### config.mk
export PLATFORM = sky130hd
export DESIGN_NAME = mc_controller
export DESIGN_NICKNAME = d
export VERILOG_FILES = /design/src/rtl/mips_mc_pkg.sv /design/src/rtl/mc_out_decode.sv /design/src/rtl/mc_controller.sv
export SDC_FILE = /design/constraint.sdc
export NUM_CORES = 1
export LEC_CHECK = 0
export ABC_AREA = 1
export BUFFER_PORTS_ARGS = -buffer_cell sky130_fd_sc_hd__buf_2
export CORE_MARGIN = 3
export CORE_UTILIZATION = 50
export CTS_BUF_LIST = sky130_fd_sc_hd__clkbuf_8
export DETAILED_ROUTE_END_ITERATION = 10
export PLACE_DENSITY = 0.91
export SKIP_CTS_REPAIR_TIMING = 1
export SLEW_MARGIN = 20
export SYNTH_ARGS = -nofsm -noshare
export SYNTH_HDL_FRONTEND = slang
export SYNTH_SLANG_ARGS = --single-unit
### constraint.sdc
create_clock -name clk -period 1.3 [get_ports clk]
set_input_delay 0.065 -clock clk [delete_from_list [all_inputs] [get_ports clk]]
set_output_delay 0.065 -clock clk [all_outputs]
set_load 0.05 [all_outputs]
### src/rtl/mips_mc_pkg.sv
// Shared encodings for the multicycle MIPS controller and its datapath.
package mips_mc_pkg;

    typedef enum logic [3:0] {
        IDLE, FETCH, DECODE, MEM_ADR, MEM_RD, MEM_WB, MEM_WR,
        R_EX, R_WB, I_EX, I_WB, BRANCH, JUMP
    } state_t;

    localparam logic [5:0] R_TYPE = 6'b000000;
    localparam logic [5:0] LW     = 6'b100011;
    localparam logic [5:0] SW     = 6'b101011;
    localparam logic [5:0] ADDI   = 6'b001000;
    localparam logic [5:0] BEQ    = 6'b000100;
    localparam logic [5:0] J      = 6'b000010;

    localparam logic [1:0] SRCB_REG   = 2'b00;
    localparam logic [1:0] SRCB_FOUR  = 2'b01;
    localparam logic [1:0] SRCB_IMM   = 2'b10;
    localparam logic [1:0] SRCB_SHIMM = 2'b11;

    localparam logic [1:0] PCSRC_ALU    = 2'b00;
    localparam logic [1:0] PCSRC_ALUOUT = 2'b01;
    localparam logic [1:0] PCSRC_JUMP   = 2'b10;

    localparam logic [1:0] ALUOP_ADD   = 2'b00;
    localparam logic [1:0] ALUOP_SUB   = 2'b01;
    localparam logic [1:0] ALUOP_FUNCT = 2'b10;

    // Moore control vector (illegal_op depends on the opcode, so it lives in the top)
    typedef struct packed {
        logic       pc_write;
        logic       pc_write_cond;
        logic       i_or_d;
        logic       mem_read;
        logic       mem_write;
        logic       ir_write;
        logic       reg_dst;
        logic       mem_to_reg;
        logic       reg_write;
        logic       alu_src_a;
        logic [1:0] alu_src_b;
        logic [1:0] pc_src;
        logic [1:0] alu_op;
    } ctrl_t;

endpackage

### src/rtl/mc_out_decode.sv
// State + mem_ready to control-strobe decode; purely combinational.
module mc_out_decode
    import mips_mc_pkg::*;
(
    input  state_t state,
    input  logic   mem_ready,
    output ctrl_t  ctrl
);

    // Everything defaults low; each state raises only its own strobes
    always_comb begin
        ctrl = '0;
        case (state)
            FETCH: begin
                ctrl.mem_read  = 1'b1;
                ctrl.alu_src_b = SRCB_FOUR;
                ctrl.alu_op    = ALUOP_ADD;
                ctrl.ir_write  = mem_ready;
                ctrl.pc_write  = mem_ready;
            end
            DECODE: begin
                ctrl.alu_src_b = SRCB_SHIMM;
                ctrl.alu_op    = ALUOP_ADD;
            end
            MEM_ADR, I_EX: begin
                ctrl.alu_src_a = 1'b1;
                ctrl.alu_src_b = SRCB_IMM;
                ctrl.alu_op    = ALUOP_ADD;
            end
            MEM_RD: begin
                ctrl.i_or_d   = 1'b1;
                ctrl.mem_read = 1'b1;
            end
            MEM_WR: begin
                ctrl.i_or_d    = 1'b1;
                ctrl.mem_write = 1'b1;
            end
            MEM_WB: begin
                ctrl.mem_to_reg = 1'b1;
                ctrl.reg_write  = 1'b1;
            end
            R_EX: begin
                ctrl.alu_src_a = 1'b1;
                ctrl.alu_src_b = SRCB_REG;
                ctrl.alu_op    = ALUOP_FUNCT;
            end
            R_WB: begin
                ctrl.reg_dst   = 1'b1;
                ctrl.reg_write = 1'b1;
            end
            I_WB: begin
                ctrl.reg_write = 1'b1;
            end
            BRANCH: begin
                ctrl.alu_src_a     = 1'b1;
                ctrl.alu_src_b     = SRCB_REG;
                ctrl.alu_op        = ALUOP_SUB;
                ctrl.pc_src        = PCSRC_ALUOUT;
                ctrl.pc_write_cond = 1'b1;
            end
            JUMP: begin
                ctrl.pc_src   = PCSRC_JUMP;
                ctrl.pc_write = 1'b1;
            end
            default: ctrl = '0;
        endcase
    end

endmodule

### src/rtl/mc_controller.sv
// Multicycle MIPS control FSM: state/opcode registers and next-state logic.
module mc_controller
    import mips_mc_pkg::*;
#(
    parameter int OPW = 6
) (
    input  logic           clk,
    input  logic           rst_n,
    input  logic [OPW-1:0] opcode,
    input  logic           mem_ready,
    output logic           pc_write,
    output logic           pc_write_cond,
    output logic           i_or_d,
    output logic           mem_read,
    output logic           mem_write,
    output logic           ir_write,
    output logic           reg_dst,
    output logic           mem_to_reg,
    output logic           reg_write,
    output logic           alu_src_a,
    output logic [1:0]     alu_src_b,
    output logic [1:0]     pc_src,
    output logic [1:0]     alu_op,
    output logic           illegal_op
);

    state_t         state_q, state_d;
    logic [OPW-1:0] op_q;
    ctrl_t          ctrl;

    // State register; reset lands in IDLE so every strobe drops at once
    always_ff @(posedge clk or negedge rst_n) begin
        if (!rst_n) state_q <= IDLE;
        else        state_q <= state_d;
    end

    // Opcode captured in DECODE so later IR changes cannot steer MEM_ADR
    always_ff @(posedge clk or negedge rst_n) begin
        if (!rst_n)                 op_q <= '0;
        else if (state_q == DECODE) op_q <= opcode;
    end

    // Next-state selection and the DECODE-only illegal opcode flag
    always_comb begin
        state_d    = state_q;
        illegal_op = 1'b0;
        case (state_q)
            IDLE:    state_d = FETCH;
            FETCH:   if (mem_ready) state_d = DECODE;
            DECODE: begin
                if (opcode == OPW'(LW) || opcode == OPW'(SW)) state_d = MEM_ADR;
                else if (opcode == OPW'(R_TYPE))              state_d = R_EX;
                else if (opcode == OPW'(ADDI))                state_d = I_EX;
                else if (opcode == OPW'(BEQ))                 state_d = BRANCH;
                else if (opcode == OPW'(J))                   state_d = JUMP;
                else begin
                    state_d    = FETCH;
                    illegal_op = 1'b1;
                end
            end
            MEM_ADR: state_d = (op_q == OPW'(SW)) ? MEM_WR : MEM_RD;
            MEM_RD:  if (mem_ready) state_d = MEM_WB;
            MEM_WR:  if (mem_ready) state_d = FETCH;
            MEM_WB:  state_d = FETCH;
            R_EX:    state_d = R_WB;
            R_WB:    state_d = FETCH;
            I_EX:    state_d = I_WB;
            I_WB:    state_d = FETCH;
            BRANCH:  state_d = FETCH;
            JUMP:    state_d = FETCH;
            default: state_d = IDLE;
        endcase
    end

    mc_out_decode u_dec (
        .state     (state_q),
        .mem_ready (mem_ready),
        .ctrl      (ctrl)
    );

    assign pc_write      = ctrl.pc_write;
    assign pc_write_cond = ctrl.pc_write_cond;
    assign i_or_d        = ctrl.i_or_d;
    assign mem_read      = ctrl.mem_read;
    assign mem_write     = ctrl.mem_write;
    assign ir_write      = ctrl.ir_write;
    assign reg_dst       = ctrl.reg_dst;
    assign mem_to_reg    = ctrl.mem_to_reg;
    assign reg_write     = ctrl.reg_write;
    assign alu_src_a     = ctrl.alu_src_a;
    assign alu_src_b     = ctrl.alu_src_b;
    assign pc_src        = ctrl.pc_src;
    assign alu_op        = ctrl.alu_op;

endmodule

==> impl_results.md, run 1 <==
* Synth Area per Inst at ~6.2 um2
* Starting Density at between 50 and 60%
* Htree depth at 1
* Io pins at 26
* Status: aborted with a tool error
* Clock tree buffer depth at 2
* Clock sink total at 10
* Synth unique cells at 18
* Worst endpoint type: primary output
* Row count at 12
* #FFs+latches synth at 10
* Synth area leader: dfrtp_1
* Port Buffer Count at 25
* Worst endpoint, post-GRT repair: illegal_op
* Synthesis Warnings at 0
* Num CTS Buffers at 3
* Largest net degree at the start of global routing at 11
* Root Buffer: clkbuf_8
* Post-Syn Area at around 710 um2
* Exit stage: 5_1_grt
* Area contributors post-synth: dfrtp_1 (35%), nand2_1 (18%), nor2_1 (11%), inv_1 (6.9%), nand3_1 (5.6%)
* Die X-Extent at about 44 um
* Post-Syn Instances at approximately 120
* Post-DP HPWL at roughly 1500 um
* Die Span Y at ~44 um
* Tool Error: [ERROR DPL-0038] Utilization greater than 100%, impossible to legalize
* GP Congestion at between 0.8 and 0.9
* Syn_nets at 124
* Post-synthesis sequential area ratio at 35.1%
* Synth top area share at roughly a third
==> stage by stage <==
stage	worst slack (ns)	hold slack, ns	TNS [ns]	std cells	area [um2]
after floorplan	-0.226	-0.231	-1.01	115	779
after global placement	-0.0175	-0.0734	-0.0175	157	937
after detailed placement	-0.0580	-0.0661	-0.0925	157	937
after CTS	-0.320	-0.314	-2.87	161	992
==> cells by family after synthesis <==
| logic type | count (synthesis) | share of synthesized area [%] |
|---|---|---|
| and+or+nand+nor | 70 | 41.3 |
| AOI/OAI and AO/OA | 14 | 10.9 |
| buffers and inverters | 21 | 12.7 |
| DFF | 10 | 35.1 |
==> synth_stat cells <==
master    number
a21oi_1        1
and2_1         1
buf_4          3
dfrtp_1       10
inv_1         13
inv_2          5
nand2_1       34
nand3_1        8
nand4_1        1
nor2_1        21
nor2_2         3
nor2_4         1
nor3_1         1
o211ai_1       1
o21a_1         1
o21ai_0        4
o21ai_1        5
o22ai_1        2
==> run 2: changes to the inputs <==
- CORE_AREA: not set -> 3 3 64 66
- CORE_MARGIN: 3 -> not set
- CORE_UTILIZATION: 50 -> not set
- CTS_BUF_LIST: sky130_fd_sc_hd__clkbuf_8 -> not set
- DIE_AREA: not set -> 0 0 67 69
- PLACE_DENSITY: 0.91 -> not set
- PLACE_DENSITY_LB_ADDON: not set -> 0.15
==> impl_results.md, run 2 <==
* Post-synthesis mux area share at 0% (unchanged)
* Post-Syn Instances at 115 (unchanged)
* Leakage at 0.689 nW
* Number of flip-flops in the largest register at 6
* Crit path launch type: register
* Clock tree buffer depth at 2 (unchanged)
* Max Fclk at 0.656 GHz
* Syn_nets at 124 (unchanged)
* Post-Syn Area at 712 um2 (unchanged)
* Num CTS Buffers at 3 (unchanged)
* Post-Place Setup Slack at -0.112 ns (-0.0540 ns)
* Wirelength, routed at about 2300 um
* Diodes inserted at 0
* Clock sink total at 10 (unchanged)
* Worst reg-to-reg setup slack at -0.12 ns
* Synth cell count leaders: nand2_1 (34), nor2_1 (21), inv_1 (13), dfrtp_1 (10), nand3_1 (8)
* Synth Area per Inst at 6.19 um2 (unchanged)
* Area contributors post-synth: dfrtp_1 (35%), nand2_1 (18%), nor2_1 (11%), inv_1 (6.9%), nand3_1 (5.6%)
* Fin crit share at 117%
* Largest net degree at the start of global routing at 11
* TritonRoute pass-1 iters at 2
* Commonest non-fill, non-tap cells in the layout: nand2_1 (23), buf_6 (13), buf_4 (13)
* CP Max Fanout at 6
* Final hold vios at 0
* Port Buffer Count at 25 (unchanged)
* CP peak stage delay at 0.47 ns
* Die Span Y at 69 um (+58%)
* #FFs+latches synth at 10 (unchanged)
* Status: complete, but fails checks
* Slew HR at between 80% and 90%
* CP Capture Type: output pin
* Overall fraction of global-route tracks in use at 9.20%
* Complex-gate fraction of the synthesized area at 10.9% (unchanged)
* R2R depth at 9
* Most flop-heavy register: op_q
* Crit path required time at 1.24 ns
* Post-synthesis sequential area ratio at 35.1% (unchanged)
* Share of cells above drive strength 1 at 57.2%
* CORE AREA at roughly 3600 um2
* Critical path cell sequence: buf_4 -> nor2_2 -> buf_6 -> nand3_2 -> nor2_4 -> buf_8
* GP Congestion at 0.841 (-0.25%)
* XOR/XNOR share of the synthesized area at 0% (unchanged)
* Synthesis Warnings at 0 (unchanged)
* Min Clock Period, post-route at approximately 1.5 ns
* Worst Hold End: op_q[5]$_DFFE_PN0N_
* Async set-reset flop share out of synthesis at 100% (unchanged)
* Synth-to-layout area growth at 100%
* Main combinational cell family by area after synthesis: simple AND/OR/NAND/NOR gates
* Row count at 22 (+10)
* Top flop regs: op_q x6, state_q x4
* Routed vias at roughly 860
* Clk_lat worst skew at 0.23 ns
* Htree depth at 1 (unchanged)
* EDFF count, synth at 0 (unchanged)
* Post-route setup TNS at -2.10 ns
* VDD IR-drop max at between 0.9 and 1 mV
* Clock slew at reported path FFs at about 0.050 ns
* WHS Path Cells at 3
* Worst-margin pin slew at 0.265 ns
* Min-delay src: opcode[5]
* Count leader, synth: nand2_1
* Post-Synth Simple-Gate Area at 41.3% (unchanged)
* Power per cell area at about 2400 nW/um2
* Fin. max-slew vios at 0
* Synth area leader: dfrtp_1
* Commonest non-fill, non-tap cell in the layout: nand2_1
* Hold/Removal Path Class: in -> reg
* Antenna-violating nets left at 0
* R2R Path Start: state_q[0]$_DFFE_PN0P_
* Filler cells at ~410
* Top_reg_cell synth: dfrtp_1
* DRC viols at 0
* Die area at around 4600 um2
* Vias in the first global route at ~780
* Die X-Extent at 67 um (+53%)
* Final setup fails at 19
* # Max-Cap Violations at 0
* Initial antenna violation count at 0
* Post-DP HPWL at 1750 um (+15%)
* Initial DRC Count at 30
* Setup WS post-layout at -0.224 ns
* Synth unique cells at 18 (unchanged)
* GRT overflow at 0
* Root Buffer: clkbuf_8
* Io pins at 26 (unchanged)
* Clock Skew at around 0.0027 ns
* Kind of critical path: reg -> out
* Synth top area share at 35.1% (unchanged)
* Worst path slowest cell: dfrtp_2
* Util after Layout at roughly two fifths
* Arrival @ worst endpoint at 1.46 ns
* Starting Density at 19.6% (-39 points)
* Post-synthesis adder-cell area fraction at 0% (unchanged)
* Vias/cell at approximately 4.2
* DR WL/cell at about 11 um
* Unrepaired setup endpoints after global routing: yes
* Global-route wire length before repair at roughly 3400 um
* Number of nets in the layout at ~170
* Tot Pwr at ~3.4 mW
* Failing checks: negative setup slack
* CTS tree: yes
* Critical R2R Capture: state_q[2]$_DFFE_PN0P_
run 2: worst max-delay path by stage:
stage                                   to              startpoint  slack, ns
detailed placement              illegal_op  state_q[2]$_DFFE_PN0P_      -0.11
global route                      pc_write  state_q[0]$_DFFE_PN0P_      -0.29
floorplan           state_q[1]$_DFFE_PN0P_  state_q[2]$_DFFE_PN0P_      -0.23
finish                          illegal_op  state_q[0]$_DFFE_PN0P_      -0.22
CTS                             illegal_op  state_q[2]$_DFFE_PN0P_      -0.38
global placement                illegal_op  state_q[2]$_DFFE_PN0P_      -0.15
run 2: metrics by stage:
| stage | hold slack, ns | instance area [um2] | std cells |
|---|---|---|---|
| after global placement | -0.0513 | 1030 | 196 |
| after CTS | -0.305 | 1080 | 200 |
| after floorplan | -0.231 | 779 | 115 |
| after global routing | 0.0996 | 1430 | 207 |
| after detailed placement | -0.0545 | 1030 | 196 |
| final | 0.0824 | 1430 | 207 |
run 2: routing by layer:
metal	up-vias	share of wire, %	global-route usage, %	wire length [um]
met4	0	0.62	0.676	14
met2	26	52	14.6	1190
met3	2	5.2	1.95	117
met1	385	42	13.2	955
li1	451	-	-	-
met5	-	0	0	0
run 2: critical path, delay by kind of cell (launching register included):
kind	cells	cell delay [ns]
AND/OR/NAND/NOR	3	0.28
flip-flops	1	0.47
buffers and inverters	3	0.47
run 2: logic make-up (layout without fill, tap and decap cells):
group                  count (synthesis)  count (layout)
buffers and inverters                 21              65
and+or+nand+nor                       70              70
DFF                                   10              10
AOI/OAI and AO/OA                     14              14
run 2: layout make-up:
class                   count  area [um2]  area share [%]
clock buffers               4        55.1            3.86
well taps                  48        60.1            4.21
repair buffers             43         419            29.4
inverters                  18        82.6            5.79
flip-flops and latches     10         254            17.8
multi-input cells          84         556            38.9
run 2: power breakdown:
group	internal (mW)	switching [mW]	total, mW
clock	0.266	0.120	0.386
sequential	0.459	0.148	0.607
combinational	0.985	1.42	2.41
No activity file was read; power rests on OpenSTA's default activity.
